### src/rtl/fsm_dispensador_multi_if.sv
// Signal bundle for the multi-channel dispenser: per-channel request, fault and
// clear inputs, plus actuator, alarm, pending, state and grant outputs.
// With DISPENSADOR_CONTADOR_EN defined, the bundle also carries the per-channel
// dose counters (doses, 8 bits per channel).
interface fsm_dispensador_multi_if #(
    parameter int N_CANAIS = 4
);
    localparam int SEL_W = (N_CANAIS > 2) ? $clog2(N_CANAIS) : 1;

    logic [N_CANAIS-1:0] CR;
    logic [N_CANAIS-1:0] BZ;
    logic [N_CANAIS-1:0] CLR;
    logic [N_CANAIS-1:0] AD;
    logic [N_CANAIS-1:0] A;
    logic [N_CANAIS-1:0] pendente;
    logic [1:0]          state;
    logic [SEL_W-1:0]    sel;
`ifdef DISPENSADOR_CONTADOR_EN
    logic [N_CANAIS*8-1:0] doses;

    modport master (output CR, BZ, CLR, input AD, A, pendente, state, sel, doses);
    modport slave  (input CR, BZ, CLR, output AD, A, pendente, state, sel, doses);
`else
    modport master (output CR, BZ, CLR, input AD, A, pendente, state, sel);
    modport slave  (input CR, BZ, CLR, output AD, A, pendente, state, sel);
`endif
endinterface

### src/rtl/fsm_dispensador_multi.sv
// Multi-channel dispenser: N_CANAIS channels share one actuator mechanism.
// Requests are latched per channel and granted round-robin; each grant drives
// the channel's actuator for TEMPO_ACIONAR cycles followed by TEMPO_PAUSA idle
// cycles. A fault latches a per-channel alarm that software can clear.
// Optional macro DISPENSADOR_CONTADOR_EN adds saturating 8-bit dose counters.
module fsm_dispensador_multi #(
    parameter int N_CANAIS      = 4,
    parameter int LARG_TEMPO    = 8,
    parameter int TEMPO_ACIONAR = 10,
    parameter int TEMPO_PAUSA   = 4
) (
    input  logic                   clk,
    input  logic                   reset,
    fsm_dispensador_multi_if.slave bus
);
    localparam int SEL_W = (N_CANAIS > 2) ? $clog2(N_CANAIS) : 1;
    localparam logic [LARG_TEMPO-1:0] T_ACIONAR = LARG_TEMPO'(TEMPO_ACIONAR - 1);
    localparam logic [LARG_TEMPO-1:0] T_PAUSA   = LARG_TEMPO'(TEMPO_PAUSA - 1);
    localparam logic [LARG_TEMPO-1:0] T_UM      = LARG_TEMPO'(1);
    localparam logic [N_CANAIS-1:0]   BIT0      = N_CANAIS'(1);

    typedef enum logic [1:0] {
        ESPERAR   = 2'b00,
        RESERVADO = 2'b01,
        ACIONAR   = 2'b10,
        PAUSA     = 2'b11
    } estado_t;

    estado_t               state_q, state_d;
    logic [N_CANAIS-1:0]   ad_q, ad_d;
    logic [N_CANAIS-1:0]   a_q, a_d;
    logic [N_CANAIS-1:0]   pend_q, pend_d;
    logic [SEL_W-1:0]      sel_q, sel_d;
    logic [SEL_W-1:0]      ptr_q, ptr_d;
    logic [LARG_TEMPO-1:0] timer_q, timer_d;

    logic [N_CANAIS-1:0]   elig_s;
    logic                  grant_vld_s;
    logic [SEL_W-1:0]      grant_idx_s;
    logic [N_CANAIS-1:0]   grant_clr_s;
    logic                  dose_ok_s;

    // Only channels with a pending request and no latched alarm may be granted.
    always_comb begin
        elig_s = pend_q & ~a_q;
    end

    // Round-robin arbiter: first eligible channel at or above ptr, wrapping.
    always_comb begin
        int idx_v;
        grant_vld_s = 1'b0;
        grant_idx_s = '0;
        idx_v       = 0;
        for (int j = 0; j < N_CANAIS; j++) begin
            idx_v = int'(ptr_q) + j;
            if (idx_v >= N_CANAIS) begin
                idx_v = idx_v - N_CANAIS;
            end else begin
                idx_v = idx_v;
            end
            if (!grant_vld_s && elig_s[SEL_W'(idx_v)]) begin
                grant_vld_s = 1'b1;
                grant_idx_s = SEL_W'(idx_v);
            end else begin
                grant_vld_s = grant_vld_s;
            end
        end
    end

    // Mechanism FSM: grant, timed actuation (abortable by the channel's fault), pause.
    always_comb begin
        state_d     = state_q;
        ad_d        = ad_q;
        sel_d       = sel_q;
        ptr_d       = ptr_q;
        timer_d     = timer_q;
        grant_clr_s = '0;
        dose_ok_s   = 1'b0;
        case (state_q)
            ESPERAR: begin
                ad_d = '0;
                if (grant_vld_s) begin
                    state_d     = ACIONAR;
                    sel_d       = grant_idx_s;
                    ad_d        = BIT0 << grant_idx_s;
                    grant_clr_s = BIT0 << grant_idx_s;
                    timer_d     = T_ACIONAR;
                    if (int'(grant_idx_s) == N_CANAIS - 1) begin
                        ptr_d = '0;
                    end else begin
                        ptr_d = grant_idx_s + SEL_W'(1);
                    end
                end else begin
                    state_d = ESPERAR;
                end
            end
            ACIONAR: begin
                if (bus.BZ[sel_q]) begin
                    // Fault on the active channel: stop at once, dose not counted.
                    ad_d    = '0;
                    state_d = PAUSA;
                    timer_d = T_PAUSA;
                end else if (timer_q == '0) begin
                    ad_d      = '0;
                    state_d   = PAUSA;
                    timer_d   = T_PAUSA;
                    dose_ok_s = 1'b1;
                end else begin
                    timer_d = timer_q - T_UM;
                end
            end
            PAUSA: begin
                ad_d = '0;
                if (timer_q == '0) begin
                    state_d = ESPERAR;
                end else begin
                    timer_d = timer_q - T_UM;
                end
            end
            default: begin
                // Unused encoding: recover to idle with the actuator off.
                state_d = ESPERAR;
                ad_d    = '0;
            end
        endcase
    end

    // Per-channel alarm and request latches; fault beats clear, and a request
    // is accepted only when the channel is neither alarmed nor faulting.
    always_comb begin
        a_d    = a_q;
        pend_d = pend_q & ~grant_clr_s;
        for (int i = 0; i < N_CANAIS; i++) begin
            if (bus.BZ[i]) begin
                a_d[i]    = 1'b1;
                pend_d[i] = 1'b0;
            end else begin
                if (bus.CLR[i]) begin
                    a_d[i] = 1'b0;
                end else begin
                    a_d[i] = a_q[i];
                end
                pend_d[i] = pend_d[i] | (bus.CR[i] & ~a_q[i]);
            end
        end
    end

    // State and datapath registers; reset drops the actuator immediately.
    always_ff @(posedge clk or negedge reset) begin
        if (!reset) begin
            state_q <= ESPERAR;
            ad_q    <= '0;
            a_q     <= '0;
            pend_q  <= '0;
            sel_q   <= '0;
            ptr_q   <= '0;
            timer_q <= '0;
        end else begin
            state_q <= state_d;
            ad_q    <= ad_d;
            a_q     <= a_d;
            pend_q  <= pend_d;
            sel_q   <= sel_d;
            ptr_q   <= ptr_d;
            timer_q <= timer_d;
        end
    end

    // Drive the registered outputs onto the bundle.
    always_comb begin
        bus.AD       = ad_q;
        bus.A        = a_q;
        bus.pendente = pend_q;
        bus.state    = state_q;
        bus.sel      = sel_q;
    end

`ifdef DISPENSADOR_CONTADOR_EN
    logic [7:0] doses_q [N_CANAIS];
    logic [7:0] doses_d [N_CANAIS];

    // Saturating completed-dose counters, cleared together with the alarm.
    always_comb begin
        for (int i = 0; i < N_CANAIS; i++) begin
            doses_d[i] = doses_q[i];
            if (dose_ok_s && (sel_q == SEL_W'(i)) && (doses_q[i] != 8'hFF)) begin
                doses_d[i] = doses_q[i] + 8'd1;
            end else begin
                doses_d[i] = doses_q[i];
            end
            if (bus.CLR[i] && !bus.BZ[i]) begin
                doses_d[i] = 8'd0;
            end else begin
                doses_d[i] = doses_d[i];
            end
        end
    end

    // Dose counter registers.
    always_ff @(posedge clk or negedge reset) begin
        if (!reset) begin
            for (int i = 0; i < N_CANAIS; i++) begin
                doses_q[i] <= 8'd0;
            end
        end else begin
            for (int i = 0; i < N_CANAIS; i++) begin
                doses_q[i] <= doses_d[i];
            end
        end
    end

    // Pack the counters onto the bundle, channel i in bits [8i+7:8i].
    always_comb begin
        bus.doses = '0;
        for (int i = 0; i < N_CANAIS; i++) begin
            bus.doses[8*i +: 8] = doses_q[i];
        end
    end
`endif

endmodule
### src/flat_wrapper.sv
// flat-port wrapper written by rule: the top's interface ports become plain ports
module fsm_dispensador_multi_flat 
#(
    parameter int N_CANAIS      = 4,
    parameter int LARG_TEMPO    = 8,
    parameter int TEMPO_ACIONAR = 10,
    parameter int TEMPO_PAUSA   = 4
)
  (clk, reset, bus_CR, bus_BZ, bus_CLR, bus_AD, bus_A, bus_pendente, bus_state, bus_sel);
  fsm_dispensador_multi_if #(.N_CANAIS(N_CANAIS)) bus_i ();
  input  logic clk;
  input  logic reset;
  input wire logic [$bits(bus_i.CR)-1:0] bus_CR;
  input wire logic [$bits(bus_i.BZ)-1:0] bus_BZ;
  input wire logic [$bits(bus_i.CLR)-1:0] bus_CLR;
  output wire logic [$bits(bus_i.AD)-1:0] bus_AD;
  output wire logic [$bits(bus_i.A)-1:0] bus_A;
  output wire logic [$bits(bus_i.pendente)-1:0] bus_pendente;
  output wire logic [$bits(bus_i.state)-1:0] bus_state;
  output wire logic [$bits(bus_i.sel)-1:0] bus_sel;
  assign bus_i.CR = bus_CR;
  assign bus_i.BZ = bus_BZ;
  assign bus_i.CLR = bus_CLR;
  assign bus_AD = bus_i.AD;
  assign bus_A = bus_i.A;
  assign bus_pendente = bus_i.pendente;
  assign bus_state = bus_i.state;
  assign bus_sel = bus_i.sel;
  fsm_dispensador_multi #(.N_CANAIS(N_CANAIS), .LARG_TEMPO(LARG_TEMPO), .TEMPO_ACIONAR(TEMPO_ACIONAR), .TEMPO_PAUSA(TEMPO_PAUSA)) u_core (.clk(clk), .reset(reset), .bus(bus_i));
endmodule
### config.mk
export PLATFORM = sky130hd
export DESIGN_NAME = fsm_dispensador_multi_flat
export DESIGN_NICKNAME = d
export VERILOG_FILES = /design/src/rtl/fsm_dispensador_multi_if.sv /design/src/rtl/fsm_dispensador_multi.sv /design/src/flat_wrapper.sv
export SDC_FILE = /design/constraint.sdc
export NUM_CORES = 1
export LEC_CHECK = 0
export CAP_MARGIN = 30
export CORE_AREA = 2 2 82 84
export CTS_CLUSTER_DIAMETER = 120
export DETAILED_ROUTE_END_ITERATION = 10
export DIE_AREA = 0 0 84 86
export GPL_TIMING_DRIVEN = 1
export SLEW_MARGIN = 20
export SYNTH_ARGS = -nofsm -noshare
export SYNTH_HDL_FRONTEND = slang
export SYNTH_SLANG_ARGS = --single-unit
### constraint.sdc
create_clock -name clk -period 1.9 [get_ports clk]
set_input_delay 0.285 -clock clk [delete_from_list [all_inputs] [get_ports clk]]
set_output_delay 0.285 -clock clk [all_outputs]
set_load 0.02 [all_outputs]
==> results.sh <==
export IMPL_power_total_w=0.00275
export IMPL_port_buffers=29
export IMPL_use_met2=0.179
export IMPL_final_instance_count_excl_fill=287
export IMPL_grt_max_degree=27
export IMPL_fin_crit_sh=0.966
export IMPL_insertedDiodeCount=0
export IMPL_fmax_mhz=545
export IMPL_totalWireLength_um=3880
export IMPL_syn_area_um2=1530
export IMPL_synthTopCellsByArea="dfrtp_1 (42%), ha_1 (4.9%), a21oi_1 (4.6%), nor4_2 (4.1%), nand2b_1 (3.7%)"
export IMPL_avgSynthCellArea_um2=10.2
export IMPL_firstDrtPassIters=4
export IMPL_drc=0
export IMPL_synth_edf_count=0
export IMPL_maxCapViolations=0
export IMPL_rsz0062_at_grt="yes"
export IMPL_synth_top_family_by_area="simple AND/OR/NAND/NOR gates"
export IMPL_path_buf_inv=1
export IMPL_period_needed_ns=1.84
export IMPL_finalHoldViolCount=0
export IMPL_synthArstFlopShare=1.00
export IMPL_tightestPinTransition_ns=0.450
export IMPL_start_kind="flip-flop"
export IMPL_cp_required_ns=1.62
export IMPL_root_buffer="clkbuf_8"
export IMPL_cp_slowest_cell="clkdlybuf4s50_1"
export IMPL_initial_core_util=0.244
export IMPL_place_inst=280
export IMPL_nNetsFinal=231
export IMPL_grt_pass1_vias=1352
export IMPL_met3_usage=0.0135
export IMPL_dpl_hpwl_um=2930
export IMPL_p_per_area_nw_per_um2=1210
export IMPL_fp_dieH_um=86
export IMPL_arrival_ns=1.55
export IMPL_irDropWorstVdd_v=0.000513
export IMPL_status="finished clean"
export IMPL_drt_iter0_drc=133
export IMPL_ys_seq_area_frac=0.424
export IMPL_slew_headroom=0.698
export IMPL_timing_hold_ws_ns=0.376
export IMPL_skew_ns=0.00278
export IMPL_crit_fanout=8
export IMPL_synth_fp_nets=170
export IMPL_die_area_um2=7220
export IMPL_cts_buffers=3
export IMPL_clock_sinks=26
export IMPL_htree_levels=1
export IMPL_yosysUniqueCellTypes=37
export IMPL_synthAdderAreaFrac=0.0490
export IMPL_critical_path_class="flip-flop to output port"
export IMPL_routedWlPerCell_um=13.5
export IMPL_yosys_mux_area_fraction=0.0433
export IMPL_grtUsageTotal=0.113
export IMPL_yosys_most_used_dff="dfrtp_1"
export IMPL_antenna_found_initial=0
export IMPL_ys_warnings_count=0
export IMPL_drive_gt1_frac=0.305
export IMPL_syn_inst=150
export IMPL_cts_tree="built"
export IMPL_num_rows=29
export IMPL_use_met1=0.157
export IMPL_timing_setup_tns_ns=0
export IMPL_synth_area_leader_cell="dfrtp_1"
export IMPL_path_delay_family="buffers and inverters"
export IMPL_synth_simple_area_share=0.238
export IMPL_clkTransAtPathRegs_ns=0.09
export IMPL_slew_violations=0
export IMPL_setup_viol=0
export IMPL_drtAntennaViolNets=0
export IMPL_clk_path_buf_depth=2
export IMPL_routed_via_density=4.78
export IMPL_gp_congestion=0.853
export IMPL_crit_path_max_incr_delay_ns=0.69
export IMPL_p_leak_nw=0.957
export IMPL_yosysTopAreaCellShare=0.424
export IMPL_min_path_type="input port to asynchronous set/reset pin"
export IMPL_coreArea_um2=6280
export IMPL_ctsHoldBuffers=0
export IMPL_grt_pass1_wl_um=6600
export IMPL_clk_latency_ns=0.27
export IMPL_synth_compound_area_frac=0.212
export IMPL_synth_xor_area_frac=0
export IMPL_die_w_um=84
export IMPL_grt_remaining_overflow=0
export IMPL_endpoint_kind="output port"
export IMPL_dr_total_vias=1371
export IMPL_top_usage_layer="met2"
export IMPL_cp_cell_sequence="clkdlybuf4s50_1"
export IMPL_syn2layout_area_growth_pct=48.5
export IMPL_io_pins=30
export IMPL_synth_seq_cells=26
metal layers:
metal,share of wire,vias to the layer above
met2,0.47,33
met3,0.033,7
met1,0.48,664
met4,0.021,0
met5,0,-
li1,-,667
synth_stat cells, types with 3 or more instances:
master / count
dfrtp_1: 26
a21oi_1: 14
inv_1: 11
nand2_1: 10
nand2b_1: 9
nor2_1: 8
nor3_1: 8
o21ai_0: 8
ha_1: 6
nand3_1: 5
nor4_2: 5
a21o_1: 4
o21ai_1: 4
a31oi_1: 3
mux2_1: 3
nor2b_1: 3
final timing paths:
kind,from,endpoint,slack (ns),cells past startpoint
worst max-delay path,u_core.bus.state[0],bus_state[0],0.06,1
worst min-delay path,reset,u_core.bus.sel[1],0.38,2
worst max register to register,u_core.bus.A[0],u_core.ptr_q[1],0.08,6
worst min register to register,u_core.bus.AD[1],u_core.bus.AD[1],0.49,2
max in group asynchronous,reset,u_core.bus.A[0],1.25,2
min in group clk,u_core.bus.AD[1],u_core.bus.AD[1],0.49,2
stage by stage:
stage	util	setup slack, ns	cell area [um2]
detailed placement	0.339	-0.136	2130
finish	0.363	0.0643	2280
global placement	0.339	-0.0420	2130
global route	0.363	-0.0308	2280
CTS	0.351	0.0161	2200
floorplan	-	0.0107	1550
power by group:
part	internal, W	total, W	switching, W
sequential	0.000700	0.000945	0.000245
combinational	0.000640	0.00134	0.000699
clock	0.000282	0.000468	0.000186
total	0.00162	0.00275	0.00113
cell families after synthesis:
logic type      count (synthesis)
mux                             5
buf+inv                        13
fa+ha+maj                       6
compound gates                 44
flops                          26
simple gates                   56
sequential cells by signal (all words and copies together) (netlist names):
name	flops
u_core.bus.pendente	4
u_core.bus.sel	2
u_core.ptr_q	2
u_core.bus.state	2
u_core.bus.A	4
u_core.timer_q	8
u_core.bus.AD	4
timing repair:
action | 4_1_cts | 5_1_grt
endpoints found under the setup margin | 1 | 9
pin swaps | 0 | 8
setup buffers | 0 | 3
gates resized for setup | 1 | 13
cell type report:
cell class | instances | area [um2]
Fill cell | 628 | 4000
Multi-Input combinational cell | 111 | 895
Sequential cell | 26 | 652
Timing Repair Buffer | 57 | 517
Tap cell | 77 | 96.3
Inverter | 12 | 45.0
Clock buffer | 3 | 41.3
Clock inverter | 1 | 30.0
cell usage in the layout, fill, tap and decap left out, drive strengths merged:
cell / n
clkdlybuf4s50: 29
buf: 28
dfrtp: 26
a21oi: 14
inv: 12
o21ai: 12
nand2: 10
nand2b: 9
nor3: 8
nor2: 8
nor4: 7
ha: 6
nand3: 5
a21o: 4
nor2b: 4
a31oi: 3
clkbuf: 3
mux2: 3
a211oi: 2
a2bb2oi: 1
and2b: 1
mux2i: 1
o221ai: 1
or2: 1
a22oi: 1
o41ai: 1
nor3b: 1
or2b: 1
mux4: 1
a31o: 1
a41oi: 1
o31ai: 1
a221o: 1
o2111a: 1
nand4: 1
bufinv: 1
(Power assumes the default switching activity.)
